==> src/rtl/cache_preload_if.sv <==
// Preload command channel plus the borrowed L1 array write ports.
// The slave side is the preloader; the master side drives commands and grants.
interface cache_preload_if #(
  parameter int WAYS   = 4,
  parameter int IDX_W  = 13,
  parameter int TAG_W  = 14,
  parameter int LINE_W = 256,
  parameter int LRU_W  = 3
);
  logic              pl_valid;
  logic              pl_ready;
  logic [1:0]        pl_cmd;
  logic [WAYS-1:0]   pl_way;
  logic [IDX_W-1:0]  pl_idx;
  logic [TAG_W-1:0]  pl_tag;
  logic [LINE_W-1:0] pl_data;
  logic              pl_dirty;
  logic [LRU_W-1:0]  pl_lru;
  logic              arb_req;
  logic              arb_gnt;
  logic [WAYS-1:0]   tag_we;
  logic [WAYS-1:0]   data_we;
  logic [IDX_W-1:0]  arr_idx;
  logic [TAG_W-1:0]  tag_d;
  logic [LINE_W-1:0] data_d;
  logic              vb_we;
  logic [WAYS-1:0]   vb_mask;
  logic              vb_val;
  logic              mod_val;
  logic              lru_we;
  logic [LRU_W-1:0]  lru_d;
  logic              done;
  logic              err;

  modport slave (
    input  pl_valid, pl_cmd, pl_way, pl_idx, pl_tag, pl_data, pl_dirty, pl_lru, arb_gnt,
    output pl_ready, arb_req, tag_we, data_we, arr_idx, tag_d, data_d,
           vb_we, vb_mask, vb_val, mod_val, lru_we, lru_d, done, err
  );

  modport master (
    output pl_valid, pl_cmd, pl_way, pl_idx, pl_tag, pl_data, pl_dirty, pl_lru, arb_gnt,
    input  pl_ready, arb_req, tag_we, data_we, arr_idx, tag_d, data_d,
           vb_we, vb_mask, vb_val, mod_val, lru_we, lru_d, done, err
  );
endinterface

==> src/rtl/cache_preload.sv <==
// Backdoor writer for the 4-way L1 state arrays: line installs, LRU writes
// and a full-index clear sweep, using array ports borrowed via req/gnt.
module cache_preload #(
  parameter int WAYS   = 4,
  parameter int IDX_W  = 13,
  parameter int TAG_W  = 14,
  parameter int LINE_W = 256,
  parameter int LRU_W  = 3
) (
  input  logic           clk,
  input  logic           reset,
  cache_preload_if.slave pl
);
  localparam logic [1:0] CMD_LRU   = 2'd1;
  localparam logic [1:0] CMD_CLEAR = 2'd2;
  localparam logic [1:0] CMD_ILL   = 2'd3;

  typedef enum logic [2:0] {IDLE, REQ, WRITE, SWEEP, DONE} state_e;

  typedef struct packed {
    logic [1:0]        cmd;
    logic [WAYS-1:0]   way;
    logic [IDX_W-1:0]  idx;
    logic [TAG_W-1:0]  tag;
    logic [LINE_W-1:0] data;
    logic              dirty;
    logic [LRU_W-1:0]  lru;
  } cmd_t;

  state_e           state_q, state_d;
  cmd_t             cmd_q, cmd_d;
  logic [IDX_W-1:0] cnt_q, cnt_d;
  logic             err_q, err_d;
  logic             way_onehot;

  assign way_onehot = $onehot(cmd_q.way);

  always_ff @(posedge clk) begin
    if (reset) begin
      state_q <= IDLE;
      cmd_q   <= '0;
      cnt_q   <= '0;
      err_q   <= 1'b0;
    end else begin
      state_q <= state_d;
      cmd_q   <= cmd_d;
      cnt_q   <= cnt_d;
      err_q   <= err_d;
    end
  end

  always_comb begin
    state_d    = state_q;
    cmd_d      = cmd_q;
    cnt_d      = cnt_q;
    err_d      = err_q;
    pl.pl_ready = 1'b0;
    pl.arb_req  = 1'b0;
    pl.tag_we   = '0;
    pl.data_we  = '0;
    pl.arr_idx  = '0;
    pl.tag_d    = '0;
    pl.data_d   = '0;
    pl.vb_we    = 1'b0;
    pl.vb_mask  = '0;
    pl.vb_val   = 1'b0;
    pl.mod_val  = 1'b0;
    pl.lru_we   = 1'b0;
    pl.lru_d    = '0;
    pl.done     = 1'b0;
    pl.err      = 1'b0;
    unique case (state_q)
      IDLE: begin
        pl.pl_ready = 1'b1;
        if (pl.pl_valid) begin
          cmd_d.cmd   = pl.pl_cmd;
          cmd_d.way   = pl.pl_way;
          cmd_d.idx   = pl.pl_idx;
          cmd_d.tag   = pl.pl_tag;
          cmd_d.data  = pl.pl_data;
          cmd_d.dirty = pl.pl_dirty;
          cmd_d.lru   = pl.pl_lru;
          // Illegal commands never touch the arbiter.
          err_d   = (pl.pl_cmd == CMD_ILL);
          state_d = (pl.pl_cmd == CMD_ILL) ? DONE : REQ;
        end
      end
      REQ: begin
        pl.arb_req = 1'b1;
        if (pl.arb_gnt) begin
          cnt_d   = '0;
          state_d = (cmd_q.cmd == CMD_CLEAR) ? SWEEP : WRITE;
        end
      end
      WRITE: begin
        pl.arb_req = 1'b1;
        // A lost grant keeps us here so the same write is replayed.
        if (pl.arb_gnt) begin
          state_d = DONE;
          if (cmd_q.cmd == CMD_LRU) begin
            pl.lru_we  = 1'b1;
            pl.lru_d   = cmd_q.lru;
            pl.arr_idx = cmd_q.idx;
          end else if (way_onehot) begin
            pl.tag_we  = cmd_q.way;
            pl.data_we = cmd_q.way;
            pl.vb_we   = 1'b1;
            pl.vb_mask = cmd_q.way;
            pl.vb_val  = 1'b1;
            pl.mod_val = cmd_q.dirty;
            pl.arr_idx = cmd_q.idx;
            pl.tag_d   = cmd_q.tag;
            pl.data_d  = cmd_q.data;
          end else begin
            err_d = 1'b1;
          end
        end
      end
      SWEEP: begin
        pl.arb_req = 1'b1;
        if (pl.arb_gnt) begin
          pl.vb_we   = 1'b1;
          pl.vb_mask = '1;
          pl.lru_we  = 1'b1;
          pl.arr_idx = cnt_q;
          cnt_d      = cnt_q + 1'b1;
          if (&cnt_q) state_d = DONE;
        end
      end
      DONE: begin
        pl.done = 1'b1;
        pl.err  = err_q;
        state_d = IDLE;
      end
      default: state_d = IDLE;
    endcase
  end
endmodule

==> src/flat_wrapper.sv <==
// flat-port wrapper written by rule: the top's interface ports become plain ports
module cache_preload_flat 
#(
  parameter int WAYS   = 4,
  parameter int IDX_W  = 13,
  parameter int TAG_W  = 14,
  parameter int LINE_W = 256,
  parameter int LRU_W  = 3
)
  (clk, reset, pl_pl_valid, pl_pl_cmd, pl_pl_way, pl_pl_idx, pl_pl_tag, pl_pl_data, pl_pl_dirty, pl_pl_lru, pl_arb_gnt, pl_pl_ready, pl_arb_req, pl_tag_we, pl_data_we, pl_arr_idx, pl_tag_d, pl_data_d, pl_vb_we, pl_vb_mask, pl_vb_val, pl_mod_val, pl_lru_we, pl_lru_d, pl_done, pl_err);
  cache_preload_if #(.WAYS(WAYS), .IDX_W(IDX_W), .TAG_W(TAG_W), .LINE_W(LINE_W), .LRU_W(LRU_W)) pl_i ();
  input  logic clk;
  input  logic reset;
  input wire logic [$bits(pl_i.pl_valid)-1:0] pl_pl_valid;
  input wire logic [$bits(pl_i.pl_cmd)-1:0] pl_pl_cmd;
  input wire logic [$bits(pl_i.pl_way)-1:0] pl_pl_way;
  input wire logic [$bits(pl_i.pl_idx)-1:0] pl_pl_idx;
  input wire logic [$bits(pl_i.pl_tag)-1:0] pl_pl_tag;
  input wire logic [$bits(pl_i.pl_data)-1:0] pl_pl_data;
  input wire logic [$bits(pl_i.pl_dirty)-1:0] pl_pl_dirty;
  input wire logic [$bits(pl_i.pl_lru)-1:0] pl_pl_lru;
  input wire logic [$bits(pl_i.arb_gnt)-1:0] pl_arb_gnt;
  output wire logic [$bits(pl_i.pl_ready)-1:0] pl_pl_ready;
  output wire logic [$bits(pl_i.arb_req)-1:0] pl_arb_req;
  output wire logic [$bits(pl_i.tag_we)-1:0] pl_tag_we;
  output wire logic [$bits(pl_i.data_we)-1:0] pl_data_we;
  output wire logic [$bits(pl_i.arr_idx)-1:0] pl_arr_idx;
  output wire logic [$bits(pl_i.tag_d)-1:0] pl_tag_d;
  output wire logic [$bits(pl_i.data_d)-1:0] pl_data_d;
  output wire logic [$bits(pl_i.vb_we)-1:0] pl_vb_we;
  output wire logic [$bits(pl_i.vb_mask)-1:0] pl_vb_mask;
  output wire logic [$bits(pl_i.vb_val)-1:0] pl_vb_val;
  output wire logic [$bits(pl_i.mod_val)-1:0] pl_mod_val;
  output wire logic [$bits(pl_i.lru_we)-1:0] pl_lru_we;
  output wire logic [$bits(pl_i.lru_d)-1:0] pl_lru_d;
  output wire logic [$bits(pl_i.done)-1:0] pl_done;
  output wire logic [$bits(pl_i.err)-1:0] pl_err;
  assign pl_i.pl_valid = pl_pl_valid;
  assign pl_i.pl_cmd = pl_pl_cmd;
  assign pl_i.pl_way = pl_pl_way;
  assign pl_i.pl_idx = pl_pl_idx;
  assign pl_i.pl_tag = pl_pl_tag;
  assign pl_i.pl_data = pl_pl_data;
  assign pl_i.pl_dirty = pl_pl_dirty;
  assign pl_i.pl_lru = pl_pl_lru;
  assign pl_i.arb_gnt = pl_arb_gnt;
  assign pl_pl_ready = pl_i.pl_ready;
  assign pl_arb_req = pl_i.arb_req;
  assign pl_tag_we = pl_i.tag_we;
  assign pl_data_we = pl_i.data_we;
  assign pl_arr_idx = pl_i.arr_idx;
  assign pl_tag_d = pl_i.tag_d;
  assign pl_data_d = pl_i.data_d;
  assign pl_vb_we = pl_i.vb_we;
  assign pl_vb_mask = pl_i.vb_mask;
  assign pl_vb_val = pl_i.vb_val;
  assign pl_mod_val = pl_i.mod_val;
  assign pl_lru_we = pl_i.lru_we;
  assign pl_lru_d = pl_i.lru_d;
  assign pl_done = pl_i.done;
  assign pl_err = pl_i.err;
  cache_preload #(.WAYS(WAYS), .IDX_W(IDX_W), .TAG_W(TAG_W), .LINE_W(LINE_W), .LRU_W(LRU_W)) u_core (.clk(clk), .reset(reset), .pl(pl_i));
endmodule
==> config.mk <==
export PLATFORM = sky130hd
export DESIGN_NAME = cache_preload_flat
export DESIGN_NICKNAME = d
export VERILOG_FILES = /design/src/rtl/cache_preload_if.sv /design/src/rtl/cache_preload.sv /design/src/flat_wrapper.sv
export SDC_FILE = /design/constraint.sdc
export NUM_CORES = 1
export LEC_CHECK = 0
export CAP_MARGIN = 10
export CELL_PAD_IN_SITES_DETAIL_PLACEMENT = 1
export CELL_PAD_IN_SITES_GLOBAL_PLACEMENT = 1
export CORE_AREA = 2 2 237 239
export CTS_CLUSTER_DIAMETER = 80
export DETAILED_ROUTE_END_ITERATION = 16
export DIE_AREA = 0 0 239 241
export PLACE_DENSITY_LB_ADDON = 0.1
export SYNTH_ARGS = -nofsm -noshare
export SYNTH_HDL_FRONTEND = slang
export SYNTH_SLANG_ARGS = --single-unit
==> constraint.sdc <==
create_clock -name clk -period 3.75 [get_ports clk]
set_input_delay 0.75 -clock clk [delete_from_list [all_inputs] [get_ports clk]]
set_output_delay 0.75 -clock clk [all_outputs]
set_load 0.02 [all_outputs]
# After elaboration in Yosys (flattened, before gate mapping)
# Cells that the tools add are included.
# totals
regBits	310
out_inout_bits	306
input_bits	297
word_cells	93
# classes
addsub	4
muxes	55
n_reduce_logical	9
eq_ne	15
# op_table
op	count
$mux W256	4
$mux W13	6
$mux W14	4
$pmux W13 S2	2
$mux W3	9
$mux W1	20
$mux W4	5
$add A13 B1 Y13 const B	1
$reduce_and A13 Y1	1
$ne A2 B2 Y1 const B	6
$pmux W3 S4	1
$reduce_and A5 Y1	2
$pmux W4 S2	1
$eq A3 B1 Y1 const B	2
$eq A3 B2 Y1 const B	2
$pmux W1 S2	3
$add A1 B1 Y2	2
$eq A2 B2 Y1 const B	2
$reduce_bool A2 Y1	2
$add A3 B3 Y3	1
$eq A3 B3 Y1 const B	1
$logic_not A3 Y1	1
$reduce_and A3 Y1	1
$reduce_or A3 Y1	1
3 further kinds	3

# Depth between registers and ports, before layout
# Gate-level depths: netlist of run 1.
# depth
depth_word	7
mapped_depth	9
ltp_nobuf	7

# Least setup slack after synthesis of run 1
# OpenSTA, ideal clock, no wires.
# synth_path
path_kind	reg-to-output
start	reg u_core.cmd_q[289] (netlist name)
end	out pl_vb_mask[2]
path_slack_ns	0.655
n_path_buf	2
arrival_time_ns	2.345
required_time_ns	3.000
stages_incl_launch_ff	10
cell_sequence	dfxtp_1 -> ha_1 -> ha_1 -> fa_1 -> nor3b_1 -> and3b_1 -> buf_4 -> buf_6 -> and2_4 -> or2_1
# synth_between
elab_chain_cells	7
# synth_rtl
item	line	rtl
start: declaration	cache_preload.sv:31	cmd_t cmd_q, cmd_d;
start signal: assignment	cache_preload.sv:46	cmd_q <= cmd_d;
$add A1 B1 Y2 (implied by the code)	cache_preload.sv:36	assign way_onehot = $onehot(cmd_q.way);
$add A3 B3 Y3 (implied by the code)	cache_preload.sv:36	
$eq A3 B1 Y1	cache_preload.sv:36	
$mux W4 *	cache_preload.sv:104	end else if (way_onehot) begin
$mux W4 *	cache_preload.sv:100	if (cmd_q.cmd == CMD_LRU) begin
$mux W4 *	cache_preload.sv:98	if (pl.arb_gnt) begin
$pmux W4 S2 *	cache_preload.sv:72	unique case (state_q)
end: declaration	flat_wrapper.sv:31	output wire logic [$bits(pl_i.vb_mask)-1:0] pl_vb_mask;
# Every way passes the cells marked *; elsewhere a longest branch is shown, timed or not.

# Worst setup path in the final report of run 1
# layout_path
start	reg u_core.cmd_q[289] (netlist name)
end	out pl_vb_mask[0]
# layout_between
elab_chain_cells	7
# layout_rtl
item	line
$add A1 B1 Y2 (implied by the code)	cache_preload.sv:36
$add A3 B3 Y3 (implied by the code)	cache_preload.sv:36
$eq A3 B1 Y1	cache_preload.sv:36
$mux W4	cache_preload.sv:104
$mux W4	cache_preload.sv:100
$mux W4	cache_preload.sv:98
$pmux W4 S2	cache_preload.sv:72
# Every way passes these cells.

==> results of run 1 <==
## cells by family (layout without fill, tap and decap cells)
family	count (synthesis)	in the layout	share of synthesized area [%]
AND/OR/NAND/NOR	933	933	32.8
flip-flops	310	310	46.9
adder cells (fa/ha/maj)	5	5	0.530
buffers and inverters	145	747	6.27
other	0	9	0
AO/OA/AOI/OAI	327	327	13.0
XOR/XNOR	7	7	0.464
## routing by layer
layer	part of all wire [%]	track usage (%)	up-vias
met2	49	34.4	373
met4	2.6	6.06	18
met3	7.9	7.21	94
met5	0.19	0	-
li1	-	-	6655
met1	40	22.2	6523
## worst register-to-register path: stages, from the launching register on
cell	delay [ns]
dfxtp_1	0.30
buf_4	0.17
nand2b_1	0.20
nor3_4	0.42
buf_4	0.51
nand2_1	0.16
a21oi_1	0.13
## state kept, by name, summed over array words and instances, names as in the netlist
signal and cells:
u_core.cnt_q 13, u_core.state_q 3, u_core.err_q 1, u_core.cmd_q 293
## final timing paths
kind                     start                end  slack [ns]
max          u_core.cmd_q[289]      pl_vb_mask[0]      -0.005
min          u_core.cmd_q[198]  u_core.cmd_q[198]        0.45
min reg2reg  u_core.cmd_q[198]  u_core.cmd_q[198]        0.45
max reg2reg  u_core.state_q[1]  u_core.cmd_q[215]        1.77
## timing repair
item                                    in CTS  in global routing
gates resized for setup                   1028                395
setup buffers                                9                  4
pin swaps                                    5                 44
gates cloned                                 3                  7
endpoints found under the setup margin     296                263
## layout by cell type (no fill, tap or decap), drive strengths merged, types with 3 or more instances in the layout
cell | synthesis | routed
nand3 | 4 | 4
clkinv | 0 | 9
diode | 0 | 9
a22o | 13 | 13
clkdlybuf4s50 | 0 | 303
nor4 | 3 | 3
and2 | 276 | 276
clkdlybuf4s15 | 0 | 33
nand2 | 596 | 596
inv | 6 | 8
nor2 | 22 | 22
xnor2 | 7 | 7
o21ai | 3 | 3
a21oi | 301 | 301
or2 | 5 | 5
nand3b | 3 | 3
nor3 | 9 | 9
dfxtp | 310 | 310
buf | 72 | 317
clkbuf | 67 | 74
ha | 4 | 4
and3 | 4 | 4
## cell type report
class / count / share of cell area [%]
Multi-Input combinational cell: 1272 / 30.1
Clock inverter: 13 / 0.479
Inverter: 6 / 0.104
Timing Repair Buffer: 669 / 31.0
Antenna cell: 9 / 0.104
Tap cell: 704 / 4.07
Clock buffer: 59 / 5.43
Sequential cell: 310 / 28.7
## power by group
part           internal [mW]  total [mW]  leakage (nW)  switching, mW
clock                   2.25        3.76         0.632           1.52
combinational          0.701        1.62          5.73          0.916
sequential              3.64        3.83          2.54          0.190
total                   6.59        9.21          8.91           2.62
## through the flow
| stage | cells | area [um2] |
|---|---|---|
| floorplan | 1727 | 13200 |
| global placement | 2938 | 19900 |
| detailed placement | 2938 | 19900 |
| CTS | 3022 | 21300 |
| global route | 3038 | 21600 |
| finish | 3042 | 21700 |
==> impl_metrics.ini, run 1 <==
[critical_path]
worst-path-stages = 10
crit_required_ns = 3.00
slowest_delay_ns = 0.45
cp_max_fo = 7
crit_slowest_cell = fa_1
critical_path.top_delay_family = adder cells
cp_num_buf_inv = 3
cp-start-kind = flip-flop
path_class = reg2out
endpoint_kind = primary output
reg2regPathDepth = 6
path_cells = ha_4, ha_4, fa_1, nor3b_2, and3b_4, buf_4, bufbuf_16, and2_4, or2_4, buf_12
arrival_ns = 3.00
cp_common_cell = ha_4

[drt]
via_count = 13700
wire_per_inst_um = 19.7
drc = 0
drtPass1Iterations = 4
wirelength_mm = 60.0
drtAntennaViolNets = 0
vias_per_cell = 4.49
drt-initial-drc-count = 436

[clock_network]
root_buffer = clkbuf_16
clockBufferDepth = 3
cts_buffers = 41
h-tree-depth = 2
clock_sinks = 310
cts_hold_buf = 0
cts_tree = done
path_clk_slew_ns = 0.06
worstSkewPairLatency_ns = 0.55

[floorplan]
dieArea_um2 = 57600
core_area_um2 = 54900
io_pins = 603
start_util_pct = 24.1
die_h_um = 241
fp.dieW_um = 239
rows = 86

[sta]
worst_slew_pin_slew_ns = 0.690
fin_hold_ws_ns = 0.449
finalSetupViolations = 1
postLayoutSetupSlackWorst_ns = -0.00475
setup-tns-final_ns = -0.00475
slew_headroom_pct = 54.0
layout_min_cycle_time_ns = 3.75
drv_slew = 0
finalCritPeriodShare_pct = 100
fin_skew_ns = 0.0173
clock.fmax_ghz = 0.266
rsz0062_at_grt = yes
finalHoldViolCount = 0

[logic_synthesis]
yosys.cell_count.top_type = nand2_1
synth.distinct_cells = 43
synthArstFlopShare_pct = 0
syn_area_per_cell_um2 = 7.65
synth.top_cell.area_share_pct = 46.9
ys.flop_type = dfxtp_1
ys_warn_count = 0
synth_common_cells = 596 x nand2_1, 310 x dfxtp_1, 301 x a21oi_1
netlist_top_cells_area = dfxtp_1 47%, nand2_1 17%, and2_1 13%
synth_seq_cells = 310
syn_nets = 2029
synth-seq-area-share_pct = 46.9
synthesis.area_um2 = 13200
synthCells = 1727
synth_edf_count = 0
synth_top_area_cell = dfxtp_1

[cells_and_area]
multi_input_area_um2 = 6520
nets = 2602
drive_gt1_share_pct = 23.2
final_util_pct = 39.5
nFillCells = 6471
seq_area_um2 = 6210
syn2layout_area_growth_pct = 63.8

[place]
dp_hpwl_mm = 42.2
place_congestion = 0.778
dp_slack_ns = -0.132
io_buffers = 602

[grt]
grt-ovfl-total = 0
antenna_found_initial = 17
track_usage_pct = 19.7
grt_start_max_net_pins = 103
grt_pass1_wl_mm = 86.3
grt_pass1_vias = 13900

[flow_run]
drv_cap = 0

[pwr]
powerDensity_nw_per_um2 = 425
vdd_drop_max_mv = 0.257
p_leak_nw = 8.91
power.total_mw = 9.21

[worst_hold_path]
hold-path-cell-count = 2
min_path_type = reg2reg

[outcome]
status = finished, violations left
failed_checks = negative setup slack
Power figures use the tool's default switching activity.
==> run 2: changes to the inputs <==
- CORE_AREA: 2 2 237 239 -> 2 2 236 238
- DIE_AREA: 0 0 239 241 -> 0 0 238 240
- clock period: 3.75 -> 3.3 ns (I/O delays scaled with it)
==> run 2 against run 1 <==
  * The flow still finishes with violations (negative setup slack)
  * Global-route usage rose by 0.21 points
  * Combinational power rose by 14%
  * Count of clock-buffer cells in the layout rose by 7
  * Clock power rose by 19%
==> impl_metrics.ini, run 2 (same netlist as run 1, synthesis figures left out) <==
[outcome]
status = finished, violations left
failed_checks = negative setup slack

[clock_network]
h-tree-depth = 2
cts_tree = done
root_buffer = clkbuf_16
cts_hold_buf = 0
path_clk_slew_ns = 0.06
clockBufferDepth = 3
clock_sinks = 310
worstSkewPairLatency_ns = 0.55
cts_buffers = 40

[sta]
finalCritPeriodShare_pct = 112
worst_slew_pin_slew_ns = 0.627
drv_slew = 0
rsz0062_at_grt = yes
finalSetupViolations = 298
finalHoldViolCount = 0
layout_min_cycle_time_ns = 3.71
fin_skew_ns = 0.0143
postLayoutSetupSlackWorst_ns = -0.408
fin_hold_ws_ns = 0.449
slew_headroom_pct = 58.2
clock.fmax_ghz = 0.270

[critical_path]
critical_path.top_delay_family = adder cells
crit_slowest_cell = fa_1
cp_num_buf_inv = 4
slowest_delay_ns = 0.45
cp-start-kind = flip-flop
r2r_slack_ns = 1.19
path_cells = ha_4, ha_4, fa_1, nor3b_2, and3b_4, buf_12, buf_12, buf_16, and2_1, buf_2
r2r_start = u_core.state_q[0]
cp_max_fo = 9
r2r_end = u_core.cmd_q[192]
reg2regPathDepth = 6
path_class = reg2out
endpoint_kind = primary output
arrival_ns = 3.05
crit_required_ns = 2.64

[grt]
grt_pass1_vias = 14100
grt_start_max_net_pins = 112
grt-ovfl-total = 0
grt_pass1_wl_mm = 86.6
track_usage_pct = 19.9
antenna_found_initial = 23

[pwr]
vdd_drop_max_mv = 0.350
p_leak_nw = 8.82
powerDensity_nw_per_um2 = 490

[place]
place_inst = 2938
dp_hpwl_mm = 41.3
io_buffers = 602
dp_slack_ns = -0.507
place_congestion = 0.773

[cells_and_area]
nets = 2605
layout.cells.non_filler = 3048
mostFrequentLayoutCells = 595 x nand2_1, 306 x dfxtp_1, 301 x a21oi_1
drive_gt1_share_pct = 21.3
top_register = u_core.cmd_q
seq_area_um2 = 6210
largest_reg_flops = 293
nFillCells = 6431
top_regs = u_core.cmd_q: 293 flops, u_core.cnt_q: 13 flops, u_core.state_q: 3 flops
multi_input_area_um2 = 6370
syn2layout_area_growth_pct = 64.8
final_common_cell = nand2_1

[floorplan]
core_area_um2 = 54700
fp.dieW_um = 238
dieArea_um2 = 57100
io_pins = 603
die_h_um = 240
start_util_pct = 24.2
rows = 86

[drt]
drc = 0
drt-initial-drc-count = 435
wire_per_inst_um = 19.6
drtAntennaViolNets = 0
wirelength_mm = 59.6
drtPass1Iterations = 4
via_count = 13700
vias_per_cell = 4.48

[worst_hold_path]
min_path_type = reg2reg
min_to = u_core.cmd_q[65]
min_from = u_core.cmd_q[65]
hold-path-cell-count = 2

[flow_run]
drv_cap = 0
-- run 2: metrics by stage --
step	power, mW	util, %	instance area (um2)	setup TNS, ns
2_1_floorplan	5.36	-	13200	0
3_3_place_gp	6.19	36.4	19900	-81.36
4_1_cts	10.9	40.1	21900	-113.21
3_5_place_dp	6.24	36.4	19900	-95.10
6_report	10.7	39.9	21800	-87.38
5_1_grt	11.3	39.9	21800	-121.89
-- run 2: where the power goes --
part           internal, mW  switching (mW)  leakage, nW
Clock                  2.75            1.73        0.661
Combinational         0.807            1.04         5.61
Sequential             4.14           0.204         2.54
-- run 2: worst min-delay path, delay by kind of cell (launching register included) --
kind	cells	cell delay (ns)
AO/OA/AOI/OAI	1	0.05
AND/OR/NAND/NOR	1	0.05
flip-flops	1	0.30
-- run 2: layout make-up --
class / count / area share (%)
inverters: 6 / 0.103
well taps: 704 / 4.04
clock inverters: 5 / 0.396
diodes: 12 / 0.138
multi-input cells: 1272 / 29.2
repair buffers: 673 / 31.8
flip-flops and latches: 310 / 28.5
clock buffers: 66 / 5.79
-- run 2: worst max path at each step --
stage / from / to / slack, ns / cells after the start
after floorplan: u_core.cmd_q[289] / pl_vb_mask[2] / 0.29 / 9
after global placement: u_core.cmd_q[289] / pl_data_d[139] / -0.46 / 9
after detailed placement: u_core.cmd_q[289] / pl_data_d[159] / -0.51 / 9
after CTS: u_core.cmd_q[288] / pl_data_d[168] / -0.46 / 9
after global routing: u_core.cmd_q[288] / pl_data_d[113] / -0.54 / 9
final: u_core.cmd_q[288] / pl_data_d[159] / -0.41 / 10
-- run 2: layer usage --
metal	track usage [%]	share of wire [%]	vias to the layer above	wire, um
met3	7.78	8.4	111	5020
li1	-	-	6670	-
met2	33.9	49	372	29100
met5	0	0.24	-	144
met1	22.1	39	6489	23500
met4	8.30	3.1	22	1840
-- run 2: timing repair --
action,in CTS,in global routing
pin swaps,28,10
setup endpoints to repair,298,298
buffers inserted,17,3
gates cloned,8,3
gates resized for setup,968,226
